**config.mk**
```make
export PLATFORM = sky130hd
export DESIGN_NAME = muldiv_wb_merge
export DESIGN_NICKNAME = d
export VERILOG_FILES = /design/src/rtl/muldiv_wb_merge.sv
export SDC_FILE = /design/constraint.sdc
export NUM_CORES = 1
export LEC_CHECK = 0
export BUFFER_PORTS_ARGS = -buffer_cell sky130_fd_sc_hd__buf_2
export CORE_MARGIN = 2
export CORE_UTILIZATION = 50
export CTS_BUF_LIST = sky130_fd_sc_hd__clkbuf_16
export DETAILED_ROUTE_END_ITERATION = 16
export HOLD_SLACK_MARGIN = 0.15
export PLACE_DENSITY = 0.86
export SLEW_MARGIN = 15
export SYNTH_ARGS = -nofsm -noshare
export SYNTH_HDL_FRONTEND = slang
export SYNTH_SLANG_ARGS = --single-unit
```
**constraint.sdc**
```tcl
create_clock -name clk -period 7.3 [get_ports clk]
set_input_delay 1.46 -clock clk [delete_from_list [all_inputs] [get_ports clk]]
set_output_delay 1.46 -clock clk [all_outputs]
set_load 0.01 [all_outputs]
```
**src/rtl/muldiv_wb_merge.sv**
```systemverilog
`default_nettype none
// ============================================================================
// Module  : muldiv_wb_merge
// Brief   : Buffers muldiv_unit results in a small FIFO and merges them into
//           the shared regfile write port behind pipeline writeback; keeps a
//           per-hart outstanding-muldiv scoreboard. Define MULDIV_WB_BYPASS_EN
//           for a same-cycle result bypass when the port and FIFO are idle.
// Revision: 1.0 - initial release
// ============================================================================
`ifndef XLEN
`define XLEN 32
`endif
`ifndef HART_ID_W
`define HART_ID_W 1
`endif
`ifndef HART_NUM
`define HART_NUM 2
`endif
`ifndef REG_ADDR_W
`define REG_ADDR_W 5
`endif

module muldiv_wb_merge #(
    parameter int FIFO_DEPTH = 2
) (
    input  logic                                 clk,
    input  logic                                 rst_n,
    input  logic                                 muldiv_start,
    input  logic [`HART_ID_W-1:0]                muldiv_hart_id,
    input  logic [`REG_ADDR_W-1:0]               muldiv_rd,
    input  logic                                 muldiv_done,
    input  logic [`XLEN-1:0]                     muldiv_result,
    input  logic [`HART_ID_W-1:0]                muldiv_done_hart_id,
    input  logic [`REG_ADDR_W-1:0]               muldiv_done_rd,
    input  logic                                 pipe_wb_en,
    input  logic [`HART_ID_W-1:0]                pipe_wb_hart_id,
    input  logic [`REG_ADDR_W-1:0]               pipe_wb_rd,
    input  logic [`XLEN-1:0]                     pipe_wb_data,
    output logic                                 rf_we,
    output logic [`HART_ID_W-1:0]                rf_hart_id,
    output logic [`REG_ADDR_W-1:0]               rf_rd,
    output logic [`XLEN-1:0]                     rf_wdata,
    output logic                                 muldiv_issue_ok,
    output logic [`HART_NUM-1:0]                 muldiv_pending,
    output logic [`HART_NUM*`REG_ADDR_W-1:0]     muldiv_pending_rd,
    output logic                                 wb_overflow
);

    localparam int c_PTR_W = $clog2(FIFO_DEPTH);
    localparam int c_CNT_W = $clog2(FIFO_DEPTH + 1);
    localparam int c_RW    = `REG_ADDR_W;

    logic [`XLEN-1:0]                 r_fifo_data [FIFO_DEPTH];
    logic [`HART_ID_W-1:0]            r_fifo_hart [FIFO_DEPTH];
    logic [`REG_ADDR_W-1:0]           r_fifo_rd   [FIFO_DEPTH];
    logic [c_PTR_W-1:0]               r_wr_ptr;
    logic [c_PTR_W-1:0]               r_rd_ptr;
    logic [c_CNT_W-1:0]               r_count;
    logic [`HART_NUM-1:0]             r_pending;
    logic [`HART_NUM*`REG_ADDR_W-1:0] r_pending_rd;
    logic                             r_overflow;

    logic                  w_empty;
    logic                  w_full;
    logic                  w_bypass;
    logic                  w_pop;
    logic                  w_push;
    logic                  w_clr;
    logic [`HART_ID_W-1:0] w_clr_hart;

    assign w_empty = (r_count == '0);
    assign w_full  = (r_count == c_CNT_W'(FIFO_DEPTH));

`ifdef MULDIV_WB_BYPASS_EN
    assign w_bypass = muldiv_done && w_empty && !pipe_wb_en;
`else
    assign w_bypass = 1'b0;
`endif

    // A pop frees a slot this edge, so a done arriving while full still fits.
    assign w_pop      = !pipe_wb_en && !w_empty;
    assign w_push     = muldiv_done && !w_bypass && (!w_full || w_pop);
    assign w_clr      = w_pop || w_bypass;
    assign w_clr_hart = w_pop ? r_fifo_hart[r_rd_ptr] : muldiv_done_hart_id;

    always_comb begin
        rf_we      = 1'b0;
        rf_hart_id = '0;
        rf_rd      = '0;
        rf_wdata   = '0;
        if (rst_n) begin
            if (pipe_wb_en) begin
                rf_we      = 1'b1;
                rf_hart_id = pipe_wb_hart_id;
                rf_rd      = pipe_wb_rd;
                rf_wdata   = pipe_wb_data;
            end else if (!w_empty) begin
                rf_we      = (r_fifo_rd[r_rd_ptr] != '0);
                rf_hart_id = r_fifo_hart[r_rd_ptr];
                rf_rd      = r_fifo_rd[r_rd_ptr];
                rf_wdata   = r_fifo_data[r_rd_ptr];
            end else if (w_bypass) begin
                rf_we      = (muldiv_done_rd != '0);
                rf_hart_id = muldiv_done_hart_id;
                rf_rd      = muldiv_done_rd;
                rf_wdata   = muldiv_result;
            end
        end
    end

    always_ff @(posedge clk) begin
        if (w_push) begin
            r_fifo_data[r_wr_ptr] <= muldiv_result;
            r_fifo_hart[r_wr_ptr] <= muldiv_done_hart_id;
            r_fifo_rd[r_wr_ptr]   <= muldiv_done_rd;
        end
    end

    always_ff @(posedge clk or negedge rst_n) begin
        if (!rst_n) begin
            r_wr_ptr   <= '0;
            r_rd_ptr   <= '0;
            r_count    <= '0;
            r_overflow <= 1'b0;
        end else begin
            if (w_push) begin
                r_wr_ptr <= r_wr_ptr + c_PTR_W'(1);
            end
            if (w_pop) begin
                r_rd_ptr <= r_rd_ptr + c_PTR_W'(1);
            end
            if (w_push && !w_pop) begin
                r_count <= r_count + c_CNT_W'(1);
            end else if (!w_push && w_pop) begin
                r_count <= r_count - c_CNT_W'(1);
            end
            if (muldiv_done && !w_bypass && !w_push) begin
                r_overflow <= 1'b1;
            end
        end
    end

    // Start takes precedence over a same-cycle completion for the same hart.
    always_ff @(posedge clk or negedge rst_n) begin
        if (!rst_n) begin
            r_pending    <= '0;
            r_pending_rd <= '0;
        end else begin
            for (int h = 0; h < `HART_NUM; h++) begin
                if (muldiv_start && (int'(muldiv_hart_id) == h)) begin
                    r_pending[h]                <= 1'b1;
                    r_pending_rd[h*c_RW +: c_RW] <= muldiv_rd;
                end else if (w_clr && (int'(w_clr_hart) == h)) begin
                    r_pending[h] <= 1'b0;
                end
            end
        end
    end

    assign muldiv_issue_ok   = (r_count < c_CNT_W'(FIFO_DEPTH - 1));
    assign muldiv_pending    = r_pending;
    assign muldiv_pending_rd = r_pending_rd;
    assign wb_overflow       = r_overflow;

endmodule

`default_nettype wire

```
==> results.md, run 1 <==
* Status: completed
* CTS resizes at 0
* Synth Net Count at approximately 400
* R2R depth at 5
* Worst Clk Skew at 0.007703 ns
* Max-cap violation count at 0
* Pin count of the biggest net entering global routing at between 50 and 60
* Slew margin rel. at 24.69%
* Total gr overflow at 0
* Setup TNS at 0 ns
* Cell Pwr Density at about 330 nW/µm²
* Crit-path slowest cell: or2_1
* Post-Syn Area at about 4100 µm²
* Via Count at 2759
* Cell Rows at 33
* First-pass GRT wire length at between 10000 and 15000 µm
* Initial antenna violation count at 0
* GPL Wtd Cong at roughly 0.73
* I/O pin cnt at between 100 and 150
* Post-layout nets at 528
* Critical path type: in2out
* CP dominant cell by count: buf_2
* Worst setup EP type: output pin
* Die area at slightly below 9000 µm²
* RSZ-0062 raised after global routing: no
* Core area at slightly above 8000 µm²
* Post-route antenna net violation count at 0
* Crit-path cells: buf_2, or2_1, buf_4, o21ai_1, and2_1, buf_2
* Share of cells above drive strength 1 at a little under two fifths
* Hold_buf cts at 0
* Critical Path Max Stage Delay at about 0.58 ns
* Syn-to-layout area delta at 24.35%
* Max VDD drop at 148.2 µV
* Period utilisation layout at 67.47%
* Placed instance area at slightly below 5000 µm²
* Worst skew pair latency at 0.33 ns
* Post-CTS setup repair buffer count at 0
* FMAX at ~0.20 GHz
* Vias per cell at between 5 and 6
* Fin. max-slew vios at 0
* Total track usage at roughly 18%
* CTS Buf Count at 9
* Initial core utilization at a little over 50%
* Lkg Pwr at ~2.2 nW
* Filler cell count at between 600 and 700
* Fin. Hold Viols at 0
* Drt first-iter violations at 87
* Crit path DAT at roughly 3.5 ns
* Hpwl dp at 5456 µm
* Synth Warn # at 0
* Netlist cell types at 28
* Worst Path Required at about 5.8 ns
* Global Route met2 Usage at 32.21%
* Register area share after synthesis at 65.96%
* Critical path peak fanout at 42
* Startpoint Class: primary input
* Cell area after layout at roughly 5100 µm²
* Hold depth at 1
* Root buffer selected by CTS: clkbuf_16
* CTS tree: built
* IO buf count at approximately 140
* Routed wire length per instance at about 15 µm
* N_diodes at 0
* Worst hold-check path type: reg2reg
* Router iterations before antenna repair at 4
* Vias in the first global route at 2613
* Mapped Cells at between 300 and 400
* CTS max path bufs at 2
* Most utilized layer in the global route result: met2
* Syn Area/Cell at approximately 13 µm²
* GR Util met3 at 4.150%
* Clock Pin Slew Worst Setup and Hold Paths at about 0.07 ns
* Worst-margin pin slew at about 1.1 ns
* Total Wirelength at 7997 µm
* H-tree depth at 3
* Die Span Y at 94.61 µm
* Drt drc at 0
* Yosys reg bits at 93
* Final period demand of the worst path at about 4.9 ns
* Horiz. Die Dim at approximately 95 µm
* GRT met1 Usage at 21.79%
* Endpoints failing setup at 0
* Sink Count at 93
-- cell type report --
cell class	count	area, µm²	area share, %
Multi-Input combinational cell	190	1267	24.83
Sequential cell	93	2709	53.06
Tap cell	105	131.4	2.574
Inverter	3	11.26	0.2206
Clock buffer	9	225.2	4.412
Clock inverter	7	50.05	0.9804
Timing Repair Buffer	141	710.7	13.92
-- cell usage after synthesis --
master | number | area (µm²)
ha_1 | 3 | 37.54
and3_1 | 1 | 6.260
xnor2_1 | 3 | 26.28
a21boi_1 | 1 | 7.510
o311a_1 | 1 | 10.01
or2_1 | 1 | 6.260
a31o_1 | 1 | 8.760
and2_1 | 37 | 231.5
a21oi_1 | 1 | 5.000
buf_6 | 6 | 67.56
o21ai_0 | 3 | 15.01
nor4_1 | 1 | 6.260
nor4b_1 | 1 | 8.760
mux2_2 | 11 | 123.9
clkbuf_1 | 10 | 37.54
nand2_1 | 42 | 157.7
a22o_1 | 1 | 8.760
dfrtp_1 | 17 | 425.4
nand2b_1 | 3 | 18.77
edfxtp_1 | 76 | 2282
nor3_1 | 1 | 5.000
buf_4 | 1 | 7.510
nor2_1 | 3 | 11.26
inv_1 | 3 | 11.26
buf_2 | 3 | 15.01
xor2_1 | 1 | 8.760
o21ai_1 | 37 | 185.2
mux2i_1 | 37 | 370.4
-- final timing paths --
path | startpoint | to | slack [ns]
max in group asynchronous | rst_n | r_rd_ptr | 5.46
setup / recovery | pipe_wb_en | rf_wdata[19] | 2.38
setup reg to reg | r_count[0] | r_fifo_data[0][15] | 4.96
hold reg to reg | wb_overflow | wb_overflow | 0.48
hold / removal | wb_overflow | wb_overflow | 0.48
min in group asynchronous | rst_n | muldiv_pending[0] | 1.24
-- sequential cells by signal, indices dropped and copies added, names as in the netlist --
| name | cells |
|---|---|
| r_fifo_hart | 2 |
| r_rd_ptr | 1 |
| r_wr_ptr | 1 |
| wb_overflow | 1 |
| r_fifo_data | 64 |
| r_fifo_rd | 10 |
| muldiv_pending_rd | 10 |
| r_count | 2 |
| muldiv_pending | 2 |
-- cell usage in the layout (no fill, tap or decap) --
cell type / n
xor2_1: 1
dfrtp_1: 16
and2_1: 37
nand2b_1: 3
nor3_1: 1
clkbuf_16: 9
buf_2: 139
buf_4: 2
mux2i_1: 37
nor2_4: 1
inv_6: 1
nor4_1: 1
ha_1: 3
a21boi_1: 1
a22o_1: 1
clkinvlp_4: 1
or2_1: 1
nor4b_1: 1
inv_1: 3
o21ai_0: 3
o21ai_1: 37
and3_2: 1
a31o_1: 1
clkinv_1: 2
xnor2_1: 3
edfxtp_1: 76
o311a_1: 1
mux2_2: 11
a21oi_1: 1
nor2_1: 2
clkinv_4: 3
dfrtp_2: 1
nand2_1: 42
-- critical path, delay by kind of cell --
family | cells | cell delay [ns]
buffers and inverters | 3 | 1.10
and+or+nand+nor | 2 | 0.75
AOI/OAI and AO/OA | 1 | 0.11
-- metrics by stage --
| step | hold WS (ns) | power [mW] | setup WS (ns) | cells | utilization (%) |
|---|---|---|---|---|---|
| after floorplan | 0.4464 | 1.126 | 3.377 | 306 | - |
| after global placement | 0.4476 | 1.240 | 2.455 | 532 | 59.68 |
| after detailed placement | 0.4757 | 1.258 | 2.373 | 532 | 59.68 |
| after CTS | 0.4923 | 1.680 | 2.365 | 548 | 63.08 |
| after global routing | 0.5080 | 1.758 | 2.170 | 548 | 63.08 |
| final | 0.4825 | 1.663 | 2.375 | 548 | 63.08 |
-- per-layer routing --
| layer | up-vias | wire length, µm |
|---|---|---|
| met3 | 8 | 451 |
| met2 | 85 | 4115 |
| li1 | 1354 | - |
| met1 | 1312 | 3328 |
| met5 | - | 0 |
| met4 | 0 | 101 |
-- where the power goes --
part / internal [mW] / switching, mW / leakage [nW]
registers: 0.718 / 0.0618 / 0.904
clock network: 0.231 / 0.191 / 0.131
logic: 0.204 / 0.257 / 1.19
total: 1.15 / 0.510 / 2.23
-- cell families (layout without fill, tap and decap cells) --
family / after synthesis / in the layout / synth area share, %
compound gates: 45 / 45 / 5.852
xor+xnor: 4 / 4 / 0.8536
fa+ha+maj: 3 / 3 / 0.9145
buf+inv: 23 / 160 / 3.383
flops: 93 / 93 / 65.96
mux: 48 / 48 / 12.04
simple gates: 90 / 90 / 11.00
Power figures use the tool's default switching activity.
==> inputs of run 2 (changes only) <==
Settings changed: ABC_AREA from default to 1, CORE_UTILIZATION 50 to 45, PLACE_DENSITY 0.86 to 0.82.
Clock period 7.3 ns to 4.3 ns, I/O delays scaled along.
==> results.md, run 2 <==
* CTS tree: built
* CTS Buf Count at 9
* IO buf count at between 100 and 150
* Crit path max-delay family: buffers and inverters
* Horiz. Die Dim at 97.83 µm
* Synth Net Count at between 400 and 500
* Placed instance area at 4715 µm²
* CTS resizes at 0
* Hold_buf cts at 0
* Utilization after layout at between 50% and 60%
* Synth Warn # at 0
* Worst Path Buf+Inv at 3
* Max-cap violation count at 0
* Hpwl dp at ~5700 µm
* Max VDD drop at ~280 µV
* Sink Count at 93
* Cell Pwr Density at slightly below 600 nW/µm²
* Startpoint Class: flip-flop
* Worst setup EP type: output pin
* Pin count of the biggest net entering global routing at 40
* Post-CTS setup repair buffer count at 0
* Total track usage at between 15 and 20%
* Die Span Y at just under 100 µm
* Initial core utilization at between 40 and 50%
* Top cells by area, synth: edfxtp_1 58%, dfrtp_1 11%, nand2_1 7.3%, nor2_1 6.7%, a21oi_1 4.8%
* Synth top cells by count: 77 x nand2_1, 76 x edfxtp_1, 71 x nor2_1
* Crit path DAT at approximately 2.3 ns
* Setup Slack @ Placement at about 1.1 ns
* Cell with the most instances after synthesis: nand2_1
* Period utilisation layout at 72.55%
* H-tree depth at 3
* Hold_ws at around 0.46 ns
* Vias in the first global route at roughly 2900
* Slew margin rel. at approximately half
* Critical Path Max Stage Delay at 0.39 ns
* Crit-path cells: buf_4, inv_2, o21ai_0, nand3_1, nand2_1, a21oi_1, buf_2
* Total Wirelength at 8421 µm
* Leading cell type in the layout, fill and taps excluded: buf_2
* Worst hold-check path type: in2async
* I/O pin cnt at 140
* Final period demand of the worst path at roughly 3.1 ns
* Filler cell count at ~730
* Post-Layout Cell Count at 616
* Clock Pin Slew Worst Setup and Hold Paths at 0.06 ns
* Number of flip-flops in the largest register at 64
* Endpoints failing setup at 0
* Core area at approximately 8600 µm²
* Routed wire length per instance at roughly 14 µm
* Root buffer selected by CTS: clkbuf_16
* First-pass GRT wire length at 13450 µm
* Mapped Cells at 371
* Total gr overflow at 0
* RSZ-0062 raised after global routing: no
* Post-synth top area share at roughly 58%
* Worst-margin pin slew at roughly 0.77 ns
* Cell area after layout at 5045 µm²
* Post-route antenna net violation count at 0
* Yosys reg bits at just over 90
* Fin. max-slew vios at 0
* Worst Path Required at approximately 3.4 ns
* Critical path type: reg2out
* Lkg Pwr at around 2.2 nW
* Fin. Hold Viols at 0
* Power Total at roughly 3.0 mW
* Yosys top cell by area: edfxtp_1
* Status: completed
* Die area at between 9000 and 10000 µm²
* Crit-path slowest cell: buf_4
* Worst skew pair latency at between 0.3 and 0.4 ns
* Syn Area/Cell at 10.68 µm²
* Placed Instances at ~600
* Setup TNS at 0 ns
* Number of flops mapped to enable cells by yosys at 76
* N_diodes at 0
* Drt drc at 0
* Cell Rows at 34
* FMAX at around 0.32 GHz
* Syn-to-layout area delta at 27.35%
* CTS max path bufs at 2
* Most flop-heavy register: r_fifo_data
* GPL Wtd Cong at between 0.7 and 0.8
* Critical path peak fanout at 39
* Async set or reset register ratio after synthesis at between 15 and 20%
* Netlist cell types at 22
* Router iterations before antenna repair at 5
* Commonest non-fill, non-tap cells in the layout: 139 x buf_2, 77 x nand2_1, 76 x edfxtp_1, 69 x nor2_1, 38 x a21oi_1
* Drt first-iter violations at between 100 and 150
* Worst setup margin at about 1.2 ns
* Post-Syn Area at approximately 4000 µm²
* Most used DFF post-synth: edfxtp_1
* Post-layout nets at approximately 590
* Register area share after synthesis at between 60% and 70%
* Via Count at 3026
* Share of cells above drive strength 1 at between 30 and 40%
* Worst Clk Skew at 0.006882 ns
* Initial antenna violation count at 0
* Vias per cell at around 5
## run 2: cell types whose count changed in the layout (fill, tap and decap cells not counted), moves of 3 or more
cell       before  now
nor2_1          2   69
a21oi_1         1   38
and2_1         37    0
mux2i_1        37    0
nand2_1        42   77
o21ai_0         3   19
inv_1           3   15
mux2_2         11    0
o21ai_1        37   26
bufinv_16       0    3
clkinv_4        3    0
nand2b_1        3    0
## run 2: area by class of cell
class,instances,area [µm²],share of cell area [%]
clock inverter,6,105.1,2.083
multi-input combinational,241,1084,21.48
tap,108,135.1,2.679
inverter,16,62.56,1.240
timing repair buffer,143,725.7,14.38
clock buffer,9,225.2,4.464
sequential,93,2708,53.67
## run 2: cell families (layout without fill, tap and decap cells)
| logic type | count (synthesis) | in the layout | synth area share [%] |
|---|---|---|---|
| xor gates and xnor gates | 3 | 3 | 0.6634 |
| buffers and inverters | 37 | 174 | 4.674 |
| and+or+nand+nor | 150 | 150 | 14.43 |
| DFF | 93 | 93 | 68.35 |
| adders and majority gates | 3 | 3 | 0.9477 |
| AOI/OAI and AO/OA | 85 | 85 | 10.93 |
## run 2: worst register-to-register path: cells and delay by family (launching register included)
kind	cells	cell delay, ns
adder cells (fa/ha/maj)	1	0.27
buffers and inverters	3	0.63
flip-flops	1	0.38
AND/OR/NAND/NOR	4	1.12
## run 2: final timing paths
path | startpoint | to | slack [ns] | depth (start not counted)
worst max-delay path | r_rd_ptr | rf_we | 1.18 | 7
worst min-delay path | rst_n | muldiv_pending_rd[6] | 0.46 | 1
worst max register to register | r_count[0] | r_fifo_data[1][12] | 1.60 | 8
worst min register to register | wb_overflow | wb_overflow | 0.46 | 1
max in group asynchronous | rst_n | r_wr_ptr | 3.55 | 1
min in group clk | wb_overflow | wb_overflow | 0.46 | 1
## run 2: metal layers
| metal | vias to the layer above | routed length (µm) | track usage [%] |
|---|---|---|---|
| li1 | 1516 | - | - |
| met1 | 1403 | 3569 | 21.52 |
| met2 | 98 | 4214 | 30.77 |
| met3 | 9 | 552 | 4.152 |
| met4 | 0 | 85 | 6.090 |
| met5 | - | 0 | 0 |
## run 2: where the power goes
group	leakage, nW	internal [mW]	total, mW	switching (mW)
Combinational	1.17	0.279	0.845	0.566
Sequential	0.911	1.21	1.27	0.0627
Clock	0.164	0.560	0.857	0.297
==> inputs of run 3 (changes only) <==
Clock period 4.3 ns to 2.6 ns, I/O delays scaled along.
==> results.md, run 3 (synthesized netlist as in run 2, its figures left out) <==
* Vias in the first global route at between 3000 and 4000
* Fin. max-slew vios at 0
* Lkg Pwr at about 2.3 nW
* Core area at roughly 8600 µm²
* Root buffer selected by CTS: clkbuf_16
* First-pass GRT wire length at ~14000 µm
* Status: completed
* Pin count of the biggest net entering global routing at 40
* Worst skew pair latency at 0.33 ns
* I/O pin cnt at between 100 and 150
* Sw Ratio at around 32%
* IO buf count at 139
* FMAX at about 0.42 GHz
* Startpoint Class: flip-flop
* Number of flip-flops in the largest register at 64
* Total Wirelength at 8812 µm
* Share of cells above drive strength 1 at between 30% and 40%
* GPL Wtd Cong at roughly 0.75
* Drt first-iter violations at roughly 110
* Vias per cell at just under 5
* Sink Count at 93
* Combinational power share at 30.1%
* Share of power burned in registers at between 40% and 50%
* Post-route antenna net violation count at 0
* Initial antenna violation count at 0
* Syn-to-layout area delta at 28.43%
* Drt drc at 0
* Critical path type: reg2out
* Routed wire length per instance at about 14 µm
* Internal at 3.249 mW
* Via Count at between 3000 and 4000
* Critical Path Start: r_count[0]
* Most flop-heavy register: r_fifo_data
* Total track usage at a little under a fifth
* Worst setup EP type: output pin
* Post-layout nets at 604
* R2R Path End: r_fifo_data[0][3]
* Filler cell count at around 720
* Crit-path slowest cell: dfrtp_1
* Worst Clk Skew at 0.006105 ns
* Total gr overflow at 0
* Worst setup path endpoint: rf_wdata[0]
* Router iterations before antenna repair at 4
* Max VDD drop at a little under 500 µV
* H-tree depth at 3
* Cell Rows at 34
* Hpwl dp at 6283 µm
* Placed Instances at roughly 610
* Crit path depth at 8
* Max-cap violation count at 0
* Leading cell type in the layout, fill and taps excluded: buf_2
* Worst hold-check path type: in2reg
* Crit-path cells: inv_1, ha_1, nor2_4, inv_6, nor2_1, o21ai_0, a21oi_1, buf_2
* Setup Slack @ Placement at between 0.4 and 0.5 ns
* Worst Path Required at approximately 2.1 ns
* Worst Path Buf+Inv at 3
* Final period demand of the worst path at ~2.4 ns
* RSZ-0062 raised after global routing: no
* CTS max path bufs at 2
* Endpoints failing setup at 0
* Critical path peak fanout at 37
* Setup TNS at 0 ns
* Slew margin rel. at around 73%
* N_diodes at 0
* Horiz. Die Dim at between 90 and 100 µm
* Reg2Reg Launch Point: r_count[0]
* Crit path DAT at around 1.9 ns
* Clock Pin Slew Worst Setup and Hold Paths at approximately 0.06 ns
* Die area at roughly 9600 µm²
* Power Total at between 4 and 5 mW
* Critical Path Max Stage Delay at 0.36 ns
* Period utilisation layout at about 90%
* Die Span Y at about 98 µm
* Cell Pwr Density at 944.1 nW/µm²
* Sw power at roughly 1.6 mW
* Fin. Hold Viols at 0
* Initial core utilization at 45.87%
* Commonest non-fill, non-tap cells in the layout: 139 x buf_2, 77 x nand2_1, 76 x edfxtp_1, 69 x nor2_1, 38 x a21oi_1
* Reg2Reg Setup Slack at 0.52 ns
* Crit path max-delay family: flip-flops
* CTS tree: built
* Clock power share at 26.0%
* Worst-margin pin slew at about 0.41 ns
* R2R depth at 8
* Post-Layout Cell Count at ~630
* CTS Buf Count at 9
* Worst setup margin at about 0.19 ns
## run 3: changes by cell type in the layout (fill, tap and decap cells not counted), sizes merged
cell	change
clkinv	+4
dlygate4sd3	+1
inv	-1
buf	+9
bufinv	-2
## run 3: layer usage
layer	part of all wire [%]	vias up	global-route usage (%)	routed length, µm
li1	-	1542	-	-
met5	0	-	0	0
met4	1.0	0	5.876	92
met2	50	115	31.66	4406
met1	40	1407	23.07	3533
met3	8.9	10	5.512	780
## run 3: stage by stage
| stage | area, µm² | hold slack (ns) | util, % |
|---|---|---|---|
| 2_1_floorplan | 3966 | 0.2244 | - |
| 3_3_place_gp | 4767 | 0.4492 | 55.20 |
| 3_5_place_dp | 4767 | 0.4567 | 55.20 |
| 4_1_cts | 5070 | 0.3621 | 58.71 |
| 5_1_grt | 5087 | 0.3662 | 58.91 |
| 6_report | 5087 | 0.3748 | 58.91 |
## run 3: worst min-delay path by stage
| stage | from | endpoint | cells after the start |
|---|---|---|---|
| floorplan | rst_n | muldiv_pending[0] | 0 |
| global placement | wb_overflow | wb_overflow | 1 |
| detailed placement | wb_overflow | wb_overflow | 1 |
| CTS | muldiv_result[19] | r_fifo_data[0][19] | 1 |
| global route | muldiv_result[19] | r_fifo_data[1][19] | 1 |
| finish | muldiv_result[19] | r_fifo_data[0][19] | 1 |
## run 3: area by class of cell
cell class                      count  area (µm²)  share of cell area (%)
Clock buffer                        9       225.2                   4.427
Clock inverter                      7       67.56                   1.328
Inverter                           16       65.06                   1.279
Multi-Input combinational cell    241        1084                   21.30
Sequential cell                    93        2708                   53.22
Tap cell                          108       135.1                   2.656
Timing Repair Buffer              153       803.3                   15.79
## run 3: what timing repair did
item | CTS | global route
buffers inserted | 0 | 2
hold buffers | 1 | 0
setup endpoints to repair | 0 | 28
gates resized for setup | 0 | 1
hold endpoints to repair | 6 | 0
## run 3: power groups by stage
| stage | registers, mW | logic, mW | clock network, mW |
|---|---|---|---|
| CTS | 2.11 | 1.45 | 1.28 |
| detailed placement | 2.14 | 1.44 | 0 |
| global placement | 2.12 | 1.40 | 0 |
| floorplan | 2.14 | 0.960 | 0 |
| global route | 2.14 | 1.65 | 1.34 |
| finish | 2.11 | 1.44 | 1.25 |
## run 3: worst register-to-register path, cell delays in order (launching register included)
cell     delay, ns
dfrtp_1       0.36
inv_1         0.06
ha_1          0.25
nor2_4        0.18
inv_6         0.14
nand2_1       0.11
nand2_1       0.15
nor2_4        0.13
buf_4         0.35
